File: config.mk
export PLATFORM = sky130hd
export DESIGN_NAME = lpif_tx_chan_dist_flat
export DESIGN_NICKNAME = d
export VERILOG_FILES = /design/src/rtl/lpif_tx_chan_dist_if.sv /design/src/rtl/lpif_tx_chan_dist.sv /design/src/flat_wrapper.sv
export SDC_FILE = /design/constraint.sdc
export NUM_CORES = 2
export LEC_CHECK = 0
export BUFFER_PORTS_ARGS = -buffer_cell sky130_fd_sc_hd__clkbuf_2
export CAP_MARGIN = 20
export CORE_AREA = 2 2 492 494
export CTS_CLUSTER_SIZE = 20
export DETAILED_ROUTE_END_ITERATION = 6
export DIE_AREA = 0 0 494 496
export GPL_TIMING_DRIVEN = 0
export PLACE_DENSITY = 0.68
export SETUP_SLACK_MARGIN = 0.5
export SYNTH_ARGS = -nofsm -noshare
export SYNTH_HDL_FRONTEND = slang
export SYNTH_SLANG_ARGS = --single-unit
export TNS_END_PERCENT = 1
File: constraint.sdc
create_clock -name clk_wr -period 25.5 [get_ports clk_wr]
set_input_delay 7.65 -clock clk_wr [delete_from_list [all_inputs] [get_ports clk_wr]]
set_output_delay 7.65 -clock clk_wr [all_outputs]
set_load 0.02 [all_outputs]
File: src/rtl/lpif_tx_chan_dist_if.sv
// LPIF downstream flit handshake bundle between the
// user side (master) and the transmit distributor (slave).
interface lpif_tx_chan_dist_if #(
  parameter int DATA_BYTES = 64
);
  localparam int BS_W = $clog2(DATA_BYTES);

  logic [3:0]              dstrm_state;
  logic [1:0]              dstrm_protid;
  logic [8*DATA_BYTES-1:0] dstrm_data;
  logic [BS_W-1:0]         dstrm_bstart;
  logic [DATA_BYTES-1:0]   dstrm_bvalid;
  logic                    dstrm_valid;
  logic                    dstrm_ready;

  modport master (
    output dstrm_state,
    output dstrm_protid,
    output dstrm_data,
    output dstrm_bstart,
    output dstrm_bvalid,
    output dstrm_valid,
    input  dstrm_ready
  );

  modport slave (
    input  dstrm_state,
    input  dstrm_protid,
    input  dstrm_data,
    input  dstrm_bstart,
    input  dstrm_bvalid,
    input  dstrm_valid,
    output dstrm_ready
  );
endinterface

File: src/rtl/lpif_tx_chan_dist.sv
// LPIF flit buffer and striper onto per-channel AIB PHY
// beats with marker/strobe framing and online delay.
module lpif_tx_chan_dist #(
  parameter int NUM_CHAN   = 16,
  parameter int CHAN_WIDTH = 40,
  parameter int DATA_BYTES = 64,
  parameter int FIFO_DEPTH = 4,
  parameter int STB_PERIOD = 8
) (
  input  logic clk_wr,
  input  logic rst_wr,
  input  logic tx_online,
  input  logic [7:0] delay_xz_value,
  input  logic half_mode,
  lpif_tx_chan_dist_if.slave dstrm,
  output logic [NUM_CHAN*CHAN_WIDTH-1:0] tx_phy,
  output logic tx_online_delay,
  output logic [$clog2(FIFO_DEPTH):0] fifo_level,
  output logic [15:0] flits_sent
);

  localparam int BS_W   = $clog2(DATA_BYTES);
  localparam int FLIT_W = 4 + 2 + 8*DATA_BYTES
                        + BS_W + DATA_BYTES + 1;
  localparam int PLW    = CHAN_WIDTH - 2;
  localparam int PW     = NUM_CHAN * PLW;
  localparam int HPW    = PW / 2;
  localparam int HC     = NUM_CHAN / 2;
  localparam int TW     = NUM_CHAN * CHAN_WIDTH;
  localparam int AW     = $clog2(FIFO_DEPTH);
  localparam int LW     = AW + 1;
  localparam int SW     = (STB_PERIOD > 1)
                        ? $clog2(STB_PERIOD) : 1;

  if (HC * PLW * 2 < FLIT_W) begin : g_bad_width
    $error("lpif_tx_chan_dist: channels too narrow");
  end
  if (NUM_CHAN % 2 != 0) begin : g_bad_chan
    $error("lpif_tx_chan_dist: NUM_CHAN must be even");
  end
  if (FIFO_DEPTH < 2 ||
      (FIFO_DEPTH & (FIFO_DEPTH - 1)) != 0) begin : g_bad_fifo
    $error("lpif_tx_chan_dist: bad FIFO_DEPTH");
  end
  if (STB_PERIOD < 1) begin : g_bad_stb
    $error("lpif_tx_chan_dist: bad STB_PERIOD");
  end

  logic              online_q, online_d;
  logic [7:0]        dly_q, dly_d;
  logic              en_q, en_d;
  logic              half_q, half_d;
  logic              beat_q, beat_d;
  logic [SW-1:0]     stb_q, stb_d;
  logic [HPW-1:0]    hold_q, hold_d;
  logic              hvld_q, hvld_d;
  logic [AW-1:0]     wptr_q, wptr_d;
  logic [AW-1:0]     rptr_q, rptr_d;
  logic [LW-1:0]     lvl_q, lvl_d;
  logic [TW-1:0]     phy_q, phy_d;
  logic [15:0]       sent_q, sent_d;
  logic [FLIT_W-1:0] mem_q [FIFO_DEPTH];

  logic [FLIT_W-1:0] flit_in;
  logic [FLIT_W-1:0] head;
  logic [PW-1:0]     head_pad;
  logic [PW-1:0]     slice;
  logic [7:0]        cnt;
  logic              ready;
  logic              push;
  logic              pop;
  logic              rise;
  logic              act;
  logic              nonempty;
  logic              mark;
  logic              stb_hit;
  logic              last_vld;

  always_comb begin
    flit_in = {dstrm.dstrm_state,
               dstrm.dstrm_protid,
               dstrm.dstrm_data,
               dstrm.dstrm_bstart,
               dstrm.dstrm_bvalid,
               dstrm.dstrm_valid};
    ready    = tx_online && (lvl_q < LW'(FIFO_DEPTH));
    push     = dstrm.dstrm_valid && ready;
    nonempty = (lvl_q != '0);
    head     = mem_q[rptr_q];
    head_pad = PW'(head);
    rise     = tx_online && !online_q;
    act      = en_q && tx_online;
    stb_hit  = (stb_q == '0);
  end

  // Delay count reloads on the rising edge; zero enables next cycle.
  always_comb begin
    online_d = tx_online;
    cnt      = rise ? delay_xz_value : dly_q;
    dly_d    = 8'd0;
    en_d     = 1'b0;
    half_d   = half_q;
    if (tx_online) begin
      dly_d = (cnt != 8'd0) ? cnt - 8'd1 : cnt;
      en_d  = en_q || (cnt == 8'd0);
    end
    if (en_d && !en_q) begin
      half_d = half_mode;
    end
  end

  always_comb begin
    pop      = 1'b0;
    slice    = '0;
    mark     = 1'b0;
    last_vld = 1'b0;
    beat_d   = 1'b0;
    stb_d    = '0;
    hold_d   = hold_q;
    hvld_d   = 1'b0;
    sent_d   = sent_q;
    if (act) begin
      stb_d = (stb_q == SW'(STB_PERIOD - 1))
            ? '0 : stb_q + SW'(1);
      unique case (1'b1)
        !half_q: begin
          pop      = nonempty;
          slice    = nonempty ? head_pad : '0;
          mark     = 1'b1;
          last_vld = nonempty && head[0];
        end
        half_q && !beat_q: begin
          pop    = nonempty;
          slice  = nonempty
                 ? PW'(head_pad[HPW-1:0]) : '0;
          hold_d = nonempty
                 ? head_pad[PW-1:HPW] : '0;
          hvld_d = nonempty && head[0];
          beat_d = 1'b1;
        end
        default: begin
          slice    = PW'(hold_q);
          mark     = 1'b1;
          last_vld = hvld_q;
        end
      endcase
      if (last_vld) begin
        sent_d = sent_q + 16'd1;
      end
    end
  end

  always_comb begin
    phy_d = '0;
    if (act) begin
      for (int c = 0; c < NUM_CHAN; c++) begin
        if (!half_q || c < HC) begin
          phy_d[c*CHAN_WIDTH +: CHAN_WIDTH] =
            {mark, slice[c*PLW +: PLW], stb_hit};
        end
      end
    end
  end

  // Going offline flushes the buffer without draining it.
  always_comb begin
    wptr_d = wptr_q;
    rptr_d = rptr_q;
    lvl_d  = lvl_q;
    if (!tx_online) begin
      wptr_d = '0;
      rptr_d = '0;
      lvl_d  = '0;
    end else begin
      if (push) begin
        wptr_d = wptr_q + AW'(1);
      end
      if (pop) begin
        rptr_d = rptr_q + AW'(1);
      end
      lvl_d = lvl_q + LW'(push) - LW'(pop);
    end
  end

  always_ff @(posedge clk_wr) begin
    if (push) begin
      mem_q[wptr_q] <= flit_in;
    end
  end

  always_ff @(posedge clk_wr) begin
    if (rst_wr) begin
      online_q <= 1'b0;
      dly_q    <= '0;
      en_q     <= 1'b0;
      half_q   <= 1'b0;
      beat_q   <= 1'b0;
      stb_q    <= '0;
      hold_q   <= '0;
      hvld_q   <= 1'b0;
      wptr_q   <= '0;
      rptr_q   <= '0;
      lvl_q    <= '0;
      phy_q    <= '0;
      sent_q   <= '0;
    end else begin
      online_q <= online_d;
      dly_q    <= dly_d;
      en_q     <= en_d;
      half_q   <= half_d;
      beat_q   <= beat_d;
      stb_q    <= stb_d;
      hold_q   <= hold_d;
      hvld_q   <= hvld_d;
      wptr_q   <= wptr_d;
      rptr_q   <= rptr_d;
      lvl_q    <= lvl_d;
      phy_q    <= phy_d;
      sent_q   <= sent_d;
    end
  end

  assign dstrm.dstrm_ready = ready;
  assign tx_phy            = phy_q;
  assign tx_online_delay   = en_q;
  assign fifo_level        = lvl_q;
  assign flits_sent        = sent_q;

endmodule

File: src/flat_wrapper.sv
// flat-port wrapper written by rule: the top's interface ports become plain ports
module lpif_tx_chan_dist_flat 
#(
  parameter int NUM_CHAN   = 16,
  parameter int CHAN_WIDTH = 40,
  parameter int DATA_BYTES = 64,
  parameter int FIFO_DEPTH = 4,
  parameter int STB_PERIOD = 8
)
  (clk_wr, rst_wr, tx_online, delay_xz_value, half_mode, tx_phy, tx_online_delay, fifo_level, flits_sent, dstrm_dstrm_state, dstrm_dstrm_protid, dstrm_dstrm_data, dstrm_dstrm_bstart, dstrm_dstrm_bvalid, dstrm_dstrm_valid, dstrm_dstrm_ready);
  lpif_tx_chan_dist_if #(.DATA_BYTES(DATA_BYTES)) dstrm_i ();
  input  logic clk_wr;
  input  logic rst_wr;
  input  logic tx_online;
  input  logic [7:0] delay_xz_value;
  input  logic half_mode;
  output logic [NUM_CHAN*CHAN_WIDTH-1:0] tx_phy;
  output logic tx_online_delay;
  output logic [$clog2(FIFO_DEPTH):0] fifo_level;
  output logic [15:0] flits_sent;
  input wire logic [$bits(dstrm_i.dstrm_state)-1:0] dstrm_dstrm_state;
  input wire logic [$bits(dstrm_i.dstrm_protid)-1:0] dstrm_dstrm_protid;
  input wire logic [$bits(dstrm_i.dstrm_data)-1:0] dstrm_dstrm_data;
  input wire logic [$bits(dstrm_i.dstrm_bstart)-1:0] dstrm_dstrm_bstart;
  input wire logic [$bits(dstrm_i.dstrm_bvalid)-1:0] dstrm_dstrm_bvalid;
  input wire logic [$bits(dstrm_i.dstrm_valid)-1:0] dstrm_dstrm_valid;
  output wire logic [$bits(dstrm_i.dstrm_ready)-1:0] dstrm_dstrm_ready;
  assign dstrm_i.dstrm_state = dstrm_dstrm_state;
  assign dstrm_i.dstrm_protid = dstrm_dstrm_protid;
  assign dstrm_i.dstrm_data = dstrm_dstrm_data;
  assign dstrm_i.dstrm_bstart = dstrm_dstrm_bstart;
  assign dstrm_i.dstrm_bvalid = dstrm_dstrm_bvalid;
  assign dstrm_i.dstrm_valid = dstrm_dstrm_valid;
  assign dstrm_dstrm_ready = dstrm_i.dstrm_ready;
  lpif_tx_chan_dist #(.NUM_CHAN(NUM_CHAN), .CHAN_WIDTH(CHAN_WIDTH), .DATA_BYTES(DATA_BYTES), .FIFO_DEPTH(FIFO_DEPTH), .STB_PERIOD(STB_PERIOD)) u_core (.clk_wr(clk_wr), .rst_wr(rst_wr), .tx_online(tx_online), .delay_xz_value(delay_xz_value), .half_mode(half_mode), .dstrm(dstrm_i), .tx_phy(tx_phy), .tx_online_delay(tx_online_delay), .fifo_level(fifo_level), .flits_sent(flits_sent));
endmodule
==> results.md <==
- Data arrives at the worst endpoint at 8.54 ns.
- The number of buffers added to fix hold violations after cts is 0.
- The count of flip-flops with a built-in enable after synthesis is 2,356.
- After layout, the worst path uses 63.48% of the clock period.
- In this run the mean area of a mapped cell was 17.57 sq um.
- The register clock-pin slew on the reported worst setup and hold paths is 0.06 ns.
- The critical path ends at dstrm_dstrm_ready.
- The number of clock buffers added by TritonCTS is 343.
- The simple-gate share of the synthesized area is 2.979%.
- The critical path start-end classification is in2out.
- After detailed routing, the number of vias per cell comes to 6.028.
- The first global-routing pass estimated 509,800 um of wire.
- The transition time at the pin with the least slew margin is 1.302 ns.
- The synthesized netlist devotes 9.682% of its cell area to compound gates.
- The global-route total usage across every layer is 29.14%.
- After layout, the worst setup slack is 9.312 ns.
- Wires add up to 368,900 um.
- Setup repair after global routing left no endpoint under its margin.
- The highest metal layer carrying signal wires in the routed design is met5.
- The routed design uses 170,000 um of met2 wire.
- The total overflow reported by the global router is 0.
- After clock tree synthesis, the setup repair step added 0 buffers.
- The checks that failed: DRC.
- For this run, the top clock speed supported by timing is 61.77 MHz.
- From left edge to right edge, the die measures 494 um.
- The placeable core area is 0.2396 sq mm.
- During placement, the flow inserted port buffers numbering 1,242.
- The maximum count of clock buffers along a single path is 4.
- The cell depth of the worst min-delay path is 1.
- Of the total synthesized cell area, the portion taken by XOR and XNOR cells is 0.1653%.
- The routed layout has 71,710 vias.
- The tree built by TritonCTS fans out to 3,275 sinks.
- IR analysis of the VDD net gives a maximum drop of 0.09186 mV.
- The met3 wire length is 39,210 um.
- The die is 496 um tall.
- The largest net degree at the start of global routing is 56.
- Compared with the post-synthesis result, the final layout area differs by 20.96%.
- The final cell count without fillers is 11,897.
- The most used flip-flop cell after synthesis is sky130_fd_sc_hd__edfxtp_1.
- In this run the register-to-register setup slack is 21.38 ns.
- Synthesis inferred 3,275 register bits.
- The warning count from the yosys run is 0.
- The reg-to-reg endpoint is u_core.hold_q[0]$_SDFFE_PP0P_.
- The critical-path maximum fanout is 7.
- The number of pins exceeding their max-slew limit in the final report is 0.
- The maximum clock skew at final layout is 0.1105 ns.
- STA classifies the critical path startpoint as an input pin.
- The root buffer cell chosen for the clock tree is sky130_fd_sc_hd__clkbuf_16.
- At the end of the flow, the number of nets in the layout was 8,960.
- The smallest clock period supported by the final layout is computed as 16.19 ns.
- The tightest slew margin relative to the limit is 10.94%.
- The count of standard-cell rows is 180.
- The completed layout was analyzed and its total power is 11.19 mW.
- Cells fill 58.85% of the core in the end.
- The sequential share of the synthesized area is 76.47%.
- Cells with a size suffix above 1 make up 26.90% of the layout.
- TritonCTS built the clock tree.
- After detailed placement, the design holds a cell count of 11,175.
- Counting every instance in the synthesized netlist gives 6,636.
- Across the run, the number of max-cap violations was 0.
- In this run the remaining antenna-violating nets after routing total 0.
- The flow ran to the end, but the final reports show violations.
- The endpoint type of the worst setup path is a primary output.
- The most frequent standard cell in the layout excluding fill and tap cells is sky130_fd_sc_hd__edfxtp_1.
- The leakage power is 47.51 nW.
- The number of global-route vias before repair is 69,765.
- Routability-driven placement finished with a final weighted congestion of 0.9148.
- The number of top-level pins is 1,262.
- The worst register-to-register path has a depth of 8.
- The half-perimeter wire length after placement is 263,300 um.
- The required time of the worst setup path is 17.85 ns.
- The number of antenna violations at the first check in global routing is 165.
- The detailed-routing iteration count for the pre-antenna-repair pass is 7.
- The clock reaches the later pin of the worst-skew pair after 0.99 ns.
- For this block, wires on met1 add up to 138,900 um.
- CTS built an H-tree with a depth of 5.
- The effective utilization at floorplan is 48.65%.
- The post-detailed-route wirelength per cell is 31.01 um.
- The DRC violation total after the first TritonRoute iteration is 7,935.
- Before CTS, the worst setup slack after placement is 9.333 ns.
- The min-delay analysis places its worst path in the category reg2reg.
- The netlist area before placement is 0.1166 sq mm.
- In this run the worst setup path begins at tx_online.
- The setup total negative slack is 0 ns.
- The synthesized netlist devotes 0.1460% of its cell area to adder and majority cells.
- Dividing total power by cell area gives a power density of 79.36 mW/mm^2.
- The detailed-route DRC error count is 1.
- For this run, asynchronously set or reset flops after synthesis account for 0%.
- The number of instances resized during post-cts repair is 0.
- The largest family of logic cells by synthesized area is compound AO/OA/AOI/OAI gates.
- The number of hold violations in the final report is 0.
- The die covers 0.2450 sq mm.
- Setup violations remaining at the end of the flow were counted as 0.
- The number of different library cells used by synthesis comes to 45.
- In the synthesized netlist, mux cells make up 8.451% of the area.
- In the layout the commonest cells are 2,356 x sky130_fd_sc_hd__edfxtp_1, 1,259 x sky130_fd_sc_hd__clkbuf_2, 919 x sky130_fd_sc_hd__dfxtp_1.
==> worst min-delay path by stage <==
stage	startpoint	slack (ns)	end
global route	u_core.hold_q[116]$_SDFFE_PP0P_	0.46	u_core.tx_phy[123]$_SDFF_PP0_
floorplan	u_core.stb_q[0]$_SDFF_PP0_	0.43	u_core.stb_q[0]$_SDFF_PP0_
detailed placement	u_core.hold_q[119]$_SDFFE_PP0P_	0.47	u_core.tx_phy[126]$_SDFF_PP0_
finish	u_core.hold_q[116]$_SDFFE_PP0P_	0.44	u_core.tx_phy[123]$_SDFF_PP0_
global placement	u_core.stb_q[0]$_SDFF_PP0_	0.44	u_core.stb_q[0]$_SDFF_PP0_
CTS	u_core.hold_q[116]$_SDFFE_PP0P_	0.44	u_core.tx_phy[123]$_SDFF_PP0_
==> area by class of cell <==
class,count,area [sq um]
Buffer,569,2412
Clock buffer,491,10100
Clock inverter,128,1625
Multi-Input combinational cell,2793,25130
Sequential cell,3275,89150
Antenna cell,92,230.2
Tap cell,3185,3985
Fill cell,17896,98610
Inverter,17,63.81
Timing Repair Buffer,1347,8330
==> kinds of logic after synthesis <==
family          after synthesis
simple gates                688
compound gates             1447
fa+ha+maj                    13
mux                         604
flops                      3275
other cells                   1
xor+xnor                     22
buf+inv                     586
==> registers in the layout, indices dropped and copies added (netlist names), 2 cells and up, named ones only <==
signal	count
u_core.fifo_level	3
u_core.wptr_q	2
u_core.mem_q	2356
u_core.rptr_q	2
u_core.tx_phy	593
u_core.dly_q	8
u_core.stb_q	3
u_core.hold_q	285
u_core.flits_sent	16
==> cells in the mapped netlist (3+ instances only) <==
library cell	n	area [sq um]
sky130_fd_sc_hd__inv_1	17	63.81
sky130_fd_sc_hd__xor2_1	5	43.79
sky130_fd_sc_hd__nand2_1	9	33.78
sky130_fd_sc_hd__mux4_2	304	6847
sky130_fd_sc_hd__and2_1	23	143.9
sky130_fd_sc_hd__and3_1	6	37.54
sky130_fd_sc_hd__buf_2	57	285.3
sky130_fd_sc_hd__or3_1	5	31.28
sky130_fd_sc_hd__nand4_1	3	18.77
sky130_fd_sc_hd__nor3_1	3	15.01
sky130_fd_sc_hd__a211oi_1	288	2162
sky130_fd_sc_hd__nor2_1	328	1231
sky130_fd_sc_hd__a21oi_1	293	1466
sky130_fd_sc_hd__buf_1	75	281.5
sky130_fd_sc_hd__edfxtp_1	2356	70750
sky130_fd_sc_hd__buf_4	49	367.9
sky130_fd_sc_hd__a2111oi_4	4	110.1
sky130_fd_sc_hd__ha_1	12	150.1
sky130_fd_sc_hd__nand2b_1	4	25.02
sky130_fd_sc_hd__nand3_1	7	35.03
sky130_fd_sc_hd__clkbuf_1	388	1456
sky130_fd_sc_hd__mux2i_1	298	2983
sky130_fd_sc_hd__dfxtp_1	919	18400
sky130_fd_sc_hd__a22o_1	285	2496
sky130_fd_sc_hd__xnor2_1	17	148.9
sky130_fd_sc_hd__nor3b_1	3	22.52
sky130_fd_sc_hd__a2111oi_0	570	4992
sky130_fd_sc_hd__nor2b_1	287	1795
==> critical path, stage by stage <==
cell                       delay [ns]
sky130_fd_sc_hd__clkbuf_2        0.19
sky130_fd_sc_hd__nor2b_1         0.38
sky130_fd_sc_hd__clkbuf_2        0.32
==> metal layers <==
layer,vias to the layer above,global-route usage [%]
met3,829,8.892
li1,30254,-
met5,-,0
met2,4065,44.42
met1,36478,37.54
met4,84,15.77
==> per-stage QoR <==
stage | instance area, sq um | hold slack, ns
after floorplan | 116600 | 0.4309
after global placement | 126800 | 0.4432
after detailed placement | 128900 | 0.4667
after CTS | 140700 | 0.4411
after global routing | 140900 | 0.4637
final | 141000 | 0.4442
==> power by group <==
group          total, mW  leakage (nW)  switching, mW  internal [mW]
registers           5.78          28.8         0.0136           5.76
clock network       5.15          5.75           2.04           3.11
logic              0.262          13.0          0.166         0.0966
No activity file was read; power rests on OpenSTA's default activity.
